File: src/rtl/ysyx_23060236_trap_ctrl.sv
// Trap sequencer: arbitrates trap/mret/interrupt requests and drives the CSR write port and IFU redirect.
// Optional feature macro: YSYX_23060236_TRAP_IRQ_EN enables machine-timer interrupt arbitration.
module ysyx_23060236_trap_ctrl #(
    parameter logic [31:0] RESET_PC_UNUSED = 32'h0
) (
    input  logic        clock,
    input  logic        reset,
    input  logic        req_valid,
    output logic        req_ready,
    input  logic [1:0]  req_type,
    input  logic [31:0] req_pc,
    input  logic        irq,
    input  logic [31:0] irq_pc,
    input  logic [31:0] csr_mstatus,
    input  logic [31:0] csr_mtvec,
    input  logic [31:0] csr_mepc,
    output logic        csr_wen,
    output logic [11:0] csr_waddr,
    output logic [31:0] csr_wdata,
    output logic        redirect_valid,
    output logic [31:0] redirect_pc,
    input  logic        redirect_ready,
    output logic        busy
);

    localparam int unsigned XLEN   = 32;
    localparam int unsigned CSR_AW = 12;

    localparam logic [CSR_AW-1:0] CSR_MSTATUS = 12'h300;
    localparam logic [CSR_AW-1:0] CSR_MEPC    = 12'h341;
    localparam logic [CSR_AW-1:0] CSR_MCAUSE  = 12'h342;

    localparam logic [XLEN-1:0] CAUSE_ECALL   = 32'd11;
    localparam logic [XLEN-1:0] CAUSE_EBREAK  = 32'd3;
    localparam logic [XLEN-1:0] CAUSE_ILLEGAL = 32'd2;
    localparam logic [XLEN-1:0] CAUSE_IRQ     = 32'h8000_0007;

    localparam logic [1:0] REQ_ECALL  = 2'b00;
    localparam logic [1:0] REQ_MRET   = 2'b01;
    localparam logic [1:0] REQ_EBREAK = 2'b10;

    typedef enum logic [2:0] {
        S_IDLE,
        S_W_EPC,
        S_W_CAUSE,
        S_W_STATUS,
        S_REDIRECT
    } state_e;

    state_e            state_q, state_d;
    logic              mret_q, mret_d;
    logic [XLEN-1:0]   epc_q, epc_d;
    logic [XLEN-1:0]   cause_q, cause_d;
    logic [XLEN-1:0]   mstatus_q, mstatus_d;
    logic [XLEN-1:0]   target_q, target_d;

    logic              take_irq;
    logic              req_ready_d, busy_d, csr_wen_d, redirect_valid_d;
    logic [CSR_AW-1:0] csr_waddr_d;
    logic [XLEN-1:0]   csr_wdata_d, redirect_pc_d;

    // Trap entry: stack MIE into MPIE, disable interrupts, record M-mode as previous privilege.
    function automatic logic [XLEN-1:0] trap_mstatus(input logic [XLEN-1:0] ms);
        logic [XLEN-1:0] r;
        r        = ms;
        r[7]     = ms[3];
        r[3]     = 1'b0;
        r[12:11] = 2'b11;
        return r;
    endfunction

    function automatic logic [XLEN-1:0] mret_mstatus(input logic [XLEN-1:0] ms);
        logic [XLEN-1:0] r;
        r        = ms;
        r[3]     = ms[7];
        r[7]     = 1'b1;
        r[12:11] = 2'b11;
        return r;
    endfunction

`ifdef YSYX_23060236_TRAP_IRQ_EN
    assign take_irq = !req_valid && irq && csr_mstatus[3];
`else
    logic unused_irq;
    assign unused_irq = ^{irq, irq_pc};
    assign take_irq   = 1'b0;
`endif

    // Next state and capture of request context at accept.
    always_comb begin
        state_d   = state_q;
        mret_d    = mret_q;
        epc_d     = epc_q;
        cause_d   = cause_q;
        mstatus_d = mstatus_q;
        target_d  = target_q;
        case (state_q)
            S_IDLE: begin
                if (req_valid || take_irq) begin
                    mret_d    = req_valid && (req_type == REQ_MRET);
                    mstatus_d = csr_mstatus;
                    if (req_valid) begin
                        epc_d = req_pc;
                        case (req_type)
                            REQ_ECALL:  cause_d = CAUSE_ECALL;
                            REQ_EBREAK: cause_d = CAUSE_EBREAK;
                            REQ_MRET:   cause_d = '0;
                            default:    cause_d = CAUSE_ILLEGAL;
                        endcase
                    end else begin
                        epc_d   = irq_pc;
                        cause_d = CAUSE_IRQ;
                    end
                    if (mret_d) begin
                        target_d = csr_mepc;
                        state_d  = S_W_STATUS;
                    end else begin
                        target_d = csr_mtvec;
                        state_d  = S_W_EPC;
                    end
                end
            end
            S_W_EPC:    state_d = S_W_CAUSE;
            S_W_CAUSE:  state_d = S_W_STATUS;
            S_W_STATUS: state_d = S_REDIRECT;
            S_REDIRECT: if (redirect_ready) state_d = S_IDLE;
            default:    state_d = S_IDLE;
        endcase
    end

    // Outputs decoded from the upcoming state so they can be registered with no added latency.
    always_comb begin
        req_ready_d      = (state_d == S_IDLE);
        busy_d           = (state_d != S_IDLE);
        csr_wen_d        = 1'b0;
        csr_waddr_d      = '0;
        csr_wdata_d      = '0;
        redirect_valid_d = 1'b0;
        redirect_pc_d    = RESET_PC_UNUSED;
        case (state_d)
            S_W_EPC: begin
                csr_wen_d   = 1'b1;
                csr_waddr_d = CSR_MEPC;
                csr_wdata_d = epc_d;
            end
            S_W_CAUSE: begin
                csr_wen_d   = 1'b1;
                csr_waddr_d = CSR_MCAUSE;
                csr_wdata_d = cause_d;
            end
            S_W_STATUS: begin
                csr_wen_d   = 1'b1;
                csr_waddr_d = CSR_MSTATUS;
                csr_wdata_d = mret_d ? mret_mstatus(mstatus_d) : trap_mstatus(mstatus_d);
            end
            S_REDIRECT: begin
                redirect_valid_d = 1'b1;
                redirect_pc_d    = target_d;
            end
            default: ;
        endcase
    end

    always_ff @(posedge clock or negedge reset) begin
        if (!reset) begin
            state_q        <= S_IDLE;
            mret_q         <= 1'b0;
            epc_q          <= '0;
            cause_q        <= '0;
            mstatus_q      <= '0;
            target_q       <= '0;
            req_ready      <= 1'b1;
            busy           <= 1'b0;
            csr_wen        <= 1'b0;
            csr_waddr      <= '0;
            csr_wdata      <= '0;
            redirect_valid <= 1'b0;
            redirect_pc    <= RESET_PC_UNUSED;
        end else begin
            state_q        <= state_d;
            mret_q         <= mret_d;
            epc_q          <= epc_d;
            cause_q        <= cause_d;
            mstatus_q      <= mstatus_d;
            target_q       <= target_d;
            req_ready      <= req_ready_d;
            busy           <= busy_d;
            csr_wen        <= csr_wen_d;
            csr_waddr      <= csr_waddr_d;
            csr_wdata      <= csr_wdata_d;
            redirect_valid <= redirect_valid_d;
            redirect_pc    <= redirect_pc_d;
        end
    end

endmodule
File: config.mk
export PLATFORM = sky130hd
export DESIGN_NAME = ysyx_23060236_trap_ctrl
export DESIGN_NICKNAME = d
export VERILOG_FILES = /design/src/rtl/ysyx_23060236_trap_ctrl.sv
export SDC_FILE = /design/constraint.sdc
export NUM_CORES = 1
export LEC_CHECK = 0
export CAP_MARGIN = 20
export CORE_ASPECT_RATIO = 1.5
export CORE_MARGIN = 2
export CORE_UTILIZATION = 48
export CTS_BUF_LIST = sky130_fd_sc_hd__clkbuf_16
export CTS_CLUSTER_DIAMETER = 200
export CTS_CLUSTER_SIZE = 12
export DETAILED_ROUTE_END_ITERATION = 8
export PLACE_DENSITY = 0.94
export SYNTH_ARGS = -nofsm -noshare
export SYNTH_HDL_FRONTEND = slang
export SYNTH_SLANG_ARGS = --single-unit
File: constraint.sdc
create_clock -name clock -period 4.65 [get_ports clock]
set_input_delay 1.1625 -clock clock [delete_from_list [all_inputs] [get_ports clock]]
set_output_delay 1.1625 -clock clock [all_outputs]
set_load 0.03 [all_outputs]
After elaboration in Yosys (flattened, before gate mapping)
Cells that the tools add are included.
W data, S select, Z words.
- $add $sub $neg: 0
- multipliers: 0
- divide/modulo/power cells: 0
- $lt $le $gt $ge: 0
- equal/unequal tests: 10
- shifts and indexed selects: 0
- multiplexer cells: 22
- bitwise operators: 0
- reductions and logical operators: 7
- operators by type and width (kind ; number):
    $mux W32 ; 10
    $pmux W32 S3 ; 1
    $pmux W10 S3 ; 1
    $pmux W3 S5 ; 1
    $eq A3 B2 Y1 const B ; 4
    $pmux W4 S3 ; 1
    $mux W8 ; 1
    $eq A3 B1 Y1 const B ; 2
    $eq A3 B3 Y1 const B ; 2
    $logic_not A3 Y1 ; 2
    $mux W3 ; 2
    $mux W1 ; 4
    $reduce_bool A3 Y1 ; 1
    $reduce_or A3 Y1 ; 1
    $eq A2 B1 Y1 const B ; 1
    $eq A2 B2 Y1 const B ; 1
    $logic_not A2 Y1 ; 1
    $mux W2 ; 1
    $reduce_and A2 Y1 ; 1
    $logic_and A1 B1 Y1 ; 1
- flip-flop bits (word level): 212
- latch bits: 0
- RAM bits: 0
- memory bits (read-only): 0
- word-level logic and storage cells: 53
- memories kept: 0

Longest topological paths before layout
Gate-level depths: netlist (run 1).
- word-level depth: 8
- gate-level depth with buffers: 6
- mapped depth without buffers: 5

Worst setup path before layout (run 1)
No wires, ideal clock.
- path kind: input -> register
- start: input req_valid
- end: register csr_wdata[16]
- setup time: 0.133 ns
- arrival: 2.078 ns
- slack: 2.439 ns
- stages: 6
- path buffers: 3
- cells stage by stage: and3b_1 buf_2 o21ai_1 buf_2 buf_2 o211ai_1
- cells in the longest elaborated chain, start to end: 6
- elaborated cells on any way between the ends: 14
- ends and longest elaborated chain (item ; line ; RTL):
    from (decl) ; 8 ; input logic req_valid,
    $logic_and A1 B1 Y1 ; 100 ; mret_d = req_valid && (req_type == REQ_MRET);
    $mux W2 ; 114 ; if (mret_d) begin
    $mux W3 ; 99 ; if (req_valid || take_irq) begin
    $pmux W3 S5 ; 97 ; case (state_q)
    $eq A3 B2 Y1 or $eq A3 B1 Y1 (tied branches) ; 140 ; case (state_d)
    $pmux W32 S3 (*) ; 140 ;
    via csr_wdata_d[16] ; 60 ; logic [XLEN-1:0] csr_wdata_d, redirect_pc_d;
    to (signal assigned) ; 190 ; csr_wdata <= csr_wdata_d;
    to (decl) ; 19 ; output logic [31:0] csr_wdata,
Mark *: on every way through the listed nets, which the timed path passes. The rest lies on a longest branch.
A chain may end at the register's enable or synchronous reset.

Worst setup path after layout (run 1)
- start: input req_valid
- end: register csr_wdata[11]
The elaborated chain is that of the path after synthesis.

==> results of run 1 <==
[final cells by class]
| type | instances | area (µm²) |
|---|---|---|
| fill | 985 | 4417 |
| sequential | 171 | 4280 |
| multi-input combinational | 322 | 2167 |
| timing repair buffer | 211 | 2133 |
| clock buffer | 17 | 425.4 |
| tap | 192 | 240.2 |
| clock inverter | 15 | 187.7 |
| inverter | 37 | 138.9 |
| antenna | 1 | 2.502 |
[report_power, final]
part	switching, mW	internal [mW]
clock	0.608	0.857
sequential	0.212	2.03
combinational	1.41	0.924
[flip-flops by register name (all words and copies together) (netlist names), 2 cells and up]
name         cells
target_q        32
cause_q         32
redirect_pc     32
epc_q            2
csr_wdata       32
mstatus_q       30
csr_waddr        4
state_q          3
[cells in the final DEF, fill, tap and decap left out, types with 4 or more instances in the layout]
| cell | count |
|---|---|
| sky130_fd_sc_hd__dfrtp_1 | 170 |
| sky130_fd_sc_hd__o211ai_1 | 24 |
| sky130_fd_sc_hd__nor4bb_1 | 7 |
| sky130_fd_sc_hd__a211oi_1 | 32 |
| sky130_fd_sc_hd__clkbuf_16 | 17 |
| sky130_fd_sc_hd__inv_1 | 37 |
| sky130_fd_sc_hd__buf_4 | 4 |
| sky130_fd_sc_hd__nand2_1 | 4 |
| sky130_fd_sc_hd__nor2_1 | 38 |
| sky130_fd_sc_hd__clkdlybuf4s50_1 | 203 |
| sky130_fd_sc_hd__a21oi_1 | 33 |
| sky130_fd_sc_hd__o21ai_1 | 5 |
| sky130_fd_sc_hd__mux2i_1 | 65 |
| sky130_fd_sc_hd__and2_1 | 31 |
| sky130_fd_sc_hd__nand2b_1 | 4 |
| sky130_fd_sc_hd__nand3_1 | 47 |
| sky130_fd_sc_hd__conb_1 | 7 |
| sky130_fd_sc_hd__a31oi_1 | 6 |
[synth_stat cells, types with 5 or more instances]
cell,number,area [µm²]
sky130_fd_sc_hd__dfrtp_1,170,4254
sky130_fd_sc_hd__mux2i_1,65,650.6
sky130_fd_sc_hd__nand3_1,47,235.2
sky130_fd_sc_hd__nor2_1,38,142.6
sky130_fd_sc_hd__inv_1,37,138.9
sky130_fd_sc_hd__a21oi_1,33,165.2
sky130_fd_sc_hd__a211oi_1,32,240.2
sky130_fd_sc_hd__and2_1,31,193.9
sky130_fd_sc_hd__o211ai_1,24,180.2
sky130_fd_sc_hd__buf_2,21,105.1
sky130_fd_sc_hd__buf_4,16,120.1
sky130_fd_sc_hd__clkbuf_1,11,41.29
sky130_fd_sc_hd__nor4bb_1,7,70.07
sky130_fd_sc_hd__a31oi_1,6,37.54
sky130_fd_sc_hd__o21ai_1,6,30.03
sky130_fd_sc_hd__buf_6,5,56.30
[per-stage QoR]
step	utilization	worst slack [ns]	hold WS, ns
after floorplan	-	2.439	0.4415
after global placement	0.6403	1.539	0.4524
after detailed placement	0.6403	1.430	0.4647
after CTS	0.6842	1.837	0.4821
after global routing	0.6843	1.733	0.4979
final	0.6843	1.833	0.4773
[metal layers]
layer,share of wire,up-vias,track usage
met2,0.54,154,0.3747
li1,-,2347,-
met1,0.38,2400,0.2410
met4,0.025,0,0.08378
met3,0.058,32,0.06128
met5,0,-,0
[final timing paths]
path                                   end
hold / removal               mstatus_q[20]
hold reg to reg              mstatus_q[20]
setup / recovery             csr_wdata[11]
min in group asynchronous      target_q[8]
setup reg to reg           redirect_pc[20]
max in group asynchronous        req_ready
[worst max-delay path: cells and delay by family]
family                 cells  cell delay (ns)
and+or+nand+nor            1             0.24
AOI/OAI and AO/OA          2             0.61
buffers and inverters      2             1.09
[cell families (layout without fill, tap and decap cells)]
| logic type | count (synthesis) | in the layout | synth area share |
|---|---|---|---|
| other | 1 | 8 | 0.0005456 |
| buffers and inverters | 90 | 280 | 0.06718 |
| and+or+nand+nor | 140 | 140 | 0.1103 |
| muxes | 65 | 65 | 0.09467 |
| AOI/OAI and AO/OA | 110 | 110 | 0.1045 |
| DFF | 171 | 171 | 0.6228 |
==> flow_metrics.env, run 1 <==
export IMPL_synthFlopType="sky130_fd_sc_hd__dfrtp_1"
export IMPL_vias_in_the_first_global_route=5177
export IMPL_hold_violations=0
export IMPL_die_h_um=150.6
export IMPL_yosysWarnings=0
export IMPL_route_detailed_vias_per_inst=5.107
export IMPL_final_min_period_over_clock_period=0.6059
export IMPL_tritoncts_num_buffers=17
export IMPL_cts_setup_buffers=0
export IMPL_synth_cells=577
export IMPL_setup_total_negative_slack_ns=0
export IMPL_startpoint_type="primary input"
export IMPL_hold_depth=2
export IMPL_worst_ep_required_time_ns=4.95
export IMPL_post_synth_instance_area_mm2=0.006873
export IMPL_wl_per_cell_um=16.40
export IMPL_htree_num_levels=4
export IMPL_dpl_cell_count=933
export IMPL_max_freq_mhz=355.0
export IMPL_max_stage_delay_ns=0.60
export IMPL_sink_count_of_the_clock_tree=171
export IMPL_drc=0
export IMPL_die_width_um=101.7
export IMPL_endpoint_kind="register"
export IMPL_cts_tree="yes"
export IMPL_vdd_ir_drop_max_uv=302.3
export IMPL_timing_hold_worst_start="mstatus_q[20]"
export IMPL_routabilityCongestion=0.7376
export IMPL_proportion_of_layout_cells_with_a_drive_suffix_above_1=0.06080
export IMPL_antenna_found_initial=1
export IMPL_series_of_cell_instances_along_the_critical_path="clkdlybuf4s50_1 > and3b_2 > buf_4 > o21ai_0 > a221oi_1"
export IMPL_finish_net_count=927
export IMPL_yosysSeqAreaShare=0.6228
export IMPL_synthDistinctLibCells=32
export IMPL_clock_tree_root_cell="sky130_fd_sc_hd__clkbuf_16"
export IMPL_syn_to_final_growth_pct=39.32
export IMPL_io_pins=247
export IMPL_timing_slew_headroom=0.3833
export IMPL_synthArstFlopShare=1.000
export IMPL_final_number_of_max_transition_violations=0
export IMPL_worst_r2r_path_depth=4
export IMPL_p_leak_nw=4.119
export IMPL_ffs_latches_synth=171
export IMPL_vias=4933
export IMPL_globalRouteOverflowTotal=0
export IMPL_dp_hpwl_um=10900
export IMPL_rsz0062_at_grt="false"
export IMPL_postCtsHoldBufs=0
export IMPL_min_path_type="register to register"
export IMPL_post_route_design_area_mm2=0.009575
export IMPL_period_needed_ns=2.817
export IMPL_placement_io_buffers=204
export IMPL_detail_route_wirelength_um=15840
export IMPL_detailedRoute_firstIterationViolations=176
export IMPL_tightestPinTransition_ns=0.9250
export IMPL_synth_edff_count=0
export IMPL_cpMaxStageDelayCell="sky130_fd_sc_hd__clkdlybuf4s50_1"
export IMPL_final_cell_count_no_fill=966
export IMPL_setup_skew_ns=0.01029
export IMPL_cp_arrival_ns=3.11
export IMPL_total_power_mw=6.039
export IMPL_number_of_gates_resized_after_cts=0
export IMPL_dpl_instance_area_mm2=0.008960
export IMPL_clkLatencyLatePin_ns=0.41
export IMPL_worstSetupPathType="primary input to register"
export IMPL_maxCapViolations=0
export IMPL_drtAntennaViolNets=0
export IMPL_grt_first_pass_wirelength_um=25140
export IMPL_syn_mean_instance_area_um2=11.91
export IMPL_drt_pass_1_iters=5
export IMPL_run_status="completed"
export IMPL_fp_dieArea_mm2=0.01531
export IMPL_row_count=53
export IMPL_initial_utilization=0.4912
export IMPL_power_density_mw_per_mm2=630.7
export IMPL_path_max_fanout=34
export IMPL_clock_path_buffers=2
export IMPL_grt_start_max_net_pins=104
export IMPL_placeableCoreArea_mm2=0.01399
export IMPL_critPathLaunch="req_valid"
export IMPL_setup_viol=0
export IMPL_critical_path_reg2reg_startpoint="state_q[1]"
export IMPL_cts_reportedPaths_clkPinSlew_ns=0.07
export IMPL_grt_total_usage=0.2133
export IMPL_timing_reg2reg_setup_slack_ns=2.42
Power figures use the tool's default switching activity.
==> run 2, diff against run 1 <==
- CORE_UTILIZATION: 48 -> 44
- PLACE_DENSITY: 0.94 -> 0.88
- clock period: 4.65 -> 2.8 ns (I/O delays scaled with it)
==> run 2 against run 1 <==
  * Total power is 65% higher
  * Core utilization is 5.8 points lower
  * Worst setup slack worse by 1.3 ns
  * Register-to-register slack worse by 1.7 ns
  * Clock-buffer cell count stayed put
  * Largest power group unchanged
  * Sequential power is 66% higher
  * Clock power is 54% higher
  * Critical path type is now register to output port
  * Worst hold slack worse by 0.19 ns
  * Via count is 1.6% higher
  * Highest routed layer unchanged
  * Wire length is 0.73% lower
==> flow_metrics.env, run 2 (same netlist as run 1, synthesis figures left out) <==
export IMPL_run_status="completed"
export IMPL_cts_tree="yes"
export IMPL_detailedRoute_firstIterationViolations=134
export IMPL_series_of_cell_instances_along_the_critical_path="clkdlybuf4s50_1"
export IMPL_vias_in_the_first_global_route=5244
export IMPL_max_stage_delay_ns=0.68
export IMPL_final_cell_count_no_fill=988
export IMPL_proportion_of_layout_cells_with_a_drive_suffix_above_1=0.07516
export IMPL_worst_ep_required_time_ns=2.10
export IMPL_fp_dieArea_mm2=0.01666
export IMPL_p_leak_nw=4.192
export IMPL_die_width_um=106.0
export IMPL_layout_commonest_cell="sky130_fd_sc_hd__clkdlybuf4s50_1"
export IMPL_cp_arrival_ns=1.60
export IMPL_critPathTopFamily="buffers and inverters"
export IMPL_rsz0062_at_grt="false"
export IMPL_io_pins=247
export IMPL_placeableCoreArea_mm2=0.01548
export IMPL_detail_route_wirelength_um=15730
export IMPL_die_h_um=157.1
export IMPL_max_freq_mhz=434.8
export IMPL_placement_io_buffers=204
export IMPL_period_needed_ns=2.300
export IMPL_timing_critical_path_buf_inv=1
export IMPL_drtAntennaViolNets=0
export IMPL_final_number_of_max_transition_violations=0
export IMPL_dp_hpwl_um=10980
export IMPL_antenna_diode_count=0
export IMPL_timing_slew_headroom=0.5646
export IMPL_sink_count_of_the_clock_tree=171
export IMPL_worst_r2r_path_depth=5
export IMPL_dpl_instance_area_mm2=0.009126
export IMPL_cts_setup_buffers=0
export IMPL_clock_path_buffers=2
export IMPL_setup_viol=0
export IMPL_drt_pass_1_iters=4
export IMPL_cp_depth=1
export IMPL_routabilityCongestion=0.7826
export IMPL_vias=5014
export IMPL_globalRouteOverflowTotal=0
export IMPL_setup_skew_ns=0.009078
export IMPL_post_route_design_area_mm2=0.009704
export IMPL_layout_cells_most_common_list="203 x sky130_fd_sc_hd__clkdlybuf4s50_1, 170 x sky130_fd_sc_hd__dfrtp_1, 65 x sky130_fd_sc_hd__mux2i_1"
export IMPL_hold_violations=0
export IMPL_clkLatencyLatePin_ns=0.42
export IMPL_grt_start_max_net_pins=73
export IMPL_tritoncts_num_buffers=17
export IMPL_maxCapViolations=0
export IMPL_postCtsHoldBufs=0
export IMPL_tightestPinTransition_ns=0.6531
export IMPL_drc=0
export IMPL_cpMaxStageDelayCell="sky130_fd_sc_hd__clkdlybuf4s50_1"
export IMPL_min_path_type="primary input to asynchronous set/reset pin"
export IMPL_path_max_fanout=1
export IMPL_grt_first_pass_wirelength_um=25840
export IMPL_final_min_period_over_clock_period=0.8213
export IMPL_row_count=56
export IMPL_startpoint_type="register"
export IMPL_finish_net_count=939
export IMPL_setup_total_negative_slack_ns=0
export IMPL_vdd_ir_drop_max_uv=465.9
export IMPL_htree_num_levels=4
export IMPL_power_density_mw_per_mm2=1025
export IMPL_initial_utilization=0.4438
export IMPL_grt_total_usage=0.1981
export IMPL_worstSetupPathType="register to output port"
export IMPL_endpoint_kind="output port"
export IMPL_syn_to_final_growth_pct=41.20
export IMPL_route_detailed_vias_per_inst=5.075
export IMPL_cts_reportedPaths_clkPinSlew_ns=0.07
export IMPL_clock_tree_root_cell="sky130_fd_sc_hd__clkbuf_16"
export IMPL_wl_per_cell_um=15.92
export IMPL_number_of_gates_resized_after_cts=0
export IMPL_dpl_cell_count=956
export IMPL_antenna_found_initial=0
## run 2: changes by cell type in the layout (fill, tap and decap cells not counted)
cell / delta
sky130_fd_sc_hd__buf_12: +5
sky130_fd_sc_hd__clkinv_4: +1
sky130_fd_sc_hd__inv_6: +1
sky130_fd_sc_hd__clkinv_1: -1
sky130_fd_sc_hd__inv_1: +1
sky130_fd_sc_hd__clkinvlp_4: -3
sky130_fd_sc_hd__clkinv_8: +3
sky130_fd_sc_hd__buf_4: +7
sky130_fd_sc_hd__bufinv_16: -3
sky130_fd_sc_hd__diode_2: -1
sky130_fd_sc_hd__inv_8: +1
## run 2: final timing paths
check / start / endpoint / slack (ns)
hold reg to reg: mstatus_q[23] / mstatus_q[23] / 0.48
hold / removal: reset / csr_wdata[22] / 0.29
max in group asynchronous: reset / csr_wdata[5] / 1.77
setup / recovery: req_ready / req_ready / 0.50
min in group clock: mstatus_q[23] / mstatus_q[23] / 0.48
setup reg to reg: state_q[2] / csr_wdata[2] / 0.77
## run 2: power by group
part	internal (mW)	switching, mW
Combinational	1.64	2.34
Sequential	3.37	0.347
Clock	1.19	1.06
Total	6.20	3.75
## run 2: area by class of cell
class	count	area (µm²)
Multi-Input combinational cell	322	2167
Timing Repair Buffer	223	2286
Tap cell	203	254.0
Clock buffer	17	425.4
Clock inverter	15	152.6
Inverter	37	138.9
Sequential cell	171	4280
Fill cell	1215	5781
## run 2: worst reg2reg max path: cells and delay by family (launching register included)
kind            cells  cell delay, ns
buf+inv             2            0.44
compound gates      1            0.11
mux                 1            0.29
simple gates        1            0.49
flops               1            0.58
## run 2: per-stage QoR
stage	worst slack (ns)	hold slack (ns)	power (mW)	utilization
after global routing	0.4595	0.3345	10.55	0.6267
after global placement	0.1993	0.4538	7.607	0.5894
final	0.5002	0.2865	9.949	0.6267
after detailed placement	0.1478	0.4629	7.765	0.5894
after CTS	0.4830	0.2999	10.06	0.6267
after floorplan	1.052	0.4044	6.220	-
## run 2: per-layer routing
layer  share of wire  routed length, µm  GRT usage  up-vias
met1            0.38               5969     0.2206     2442
met3           0.056                887    0.05010       24
met4           0.023                366    0.07581        0
met2            0.54               8502     0.3622      171
li1                -                  -          -     2377
met5               0                  0          0        -
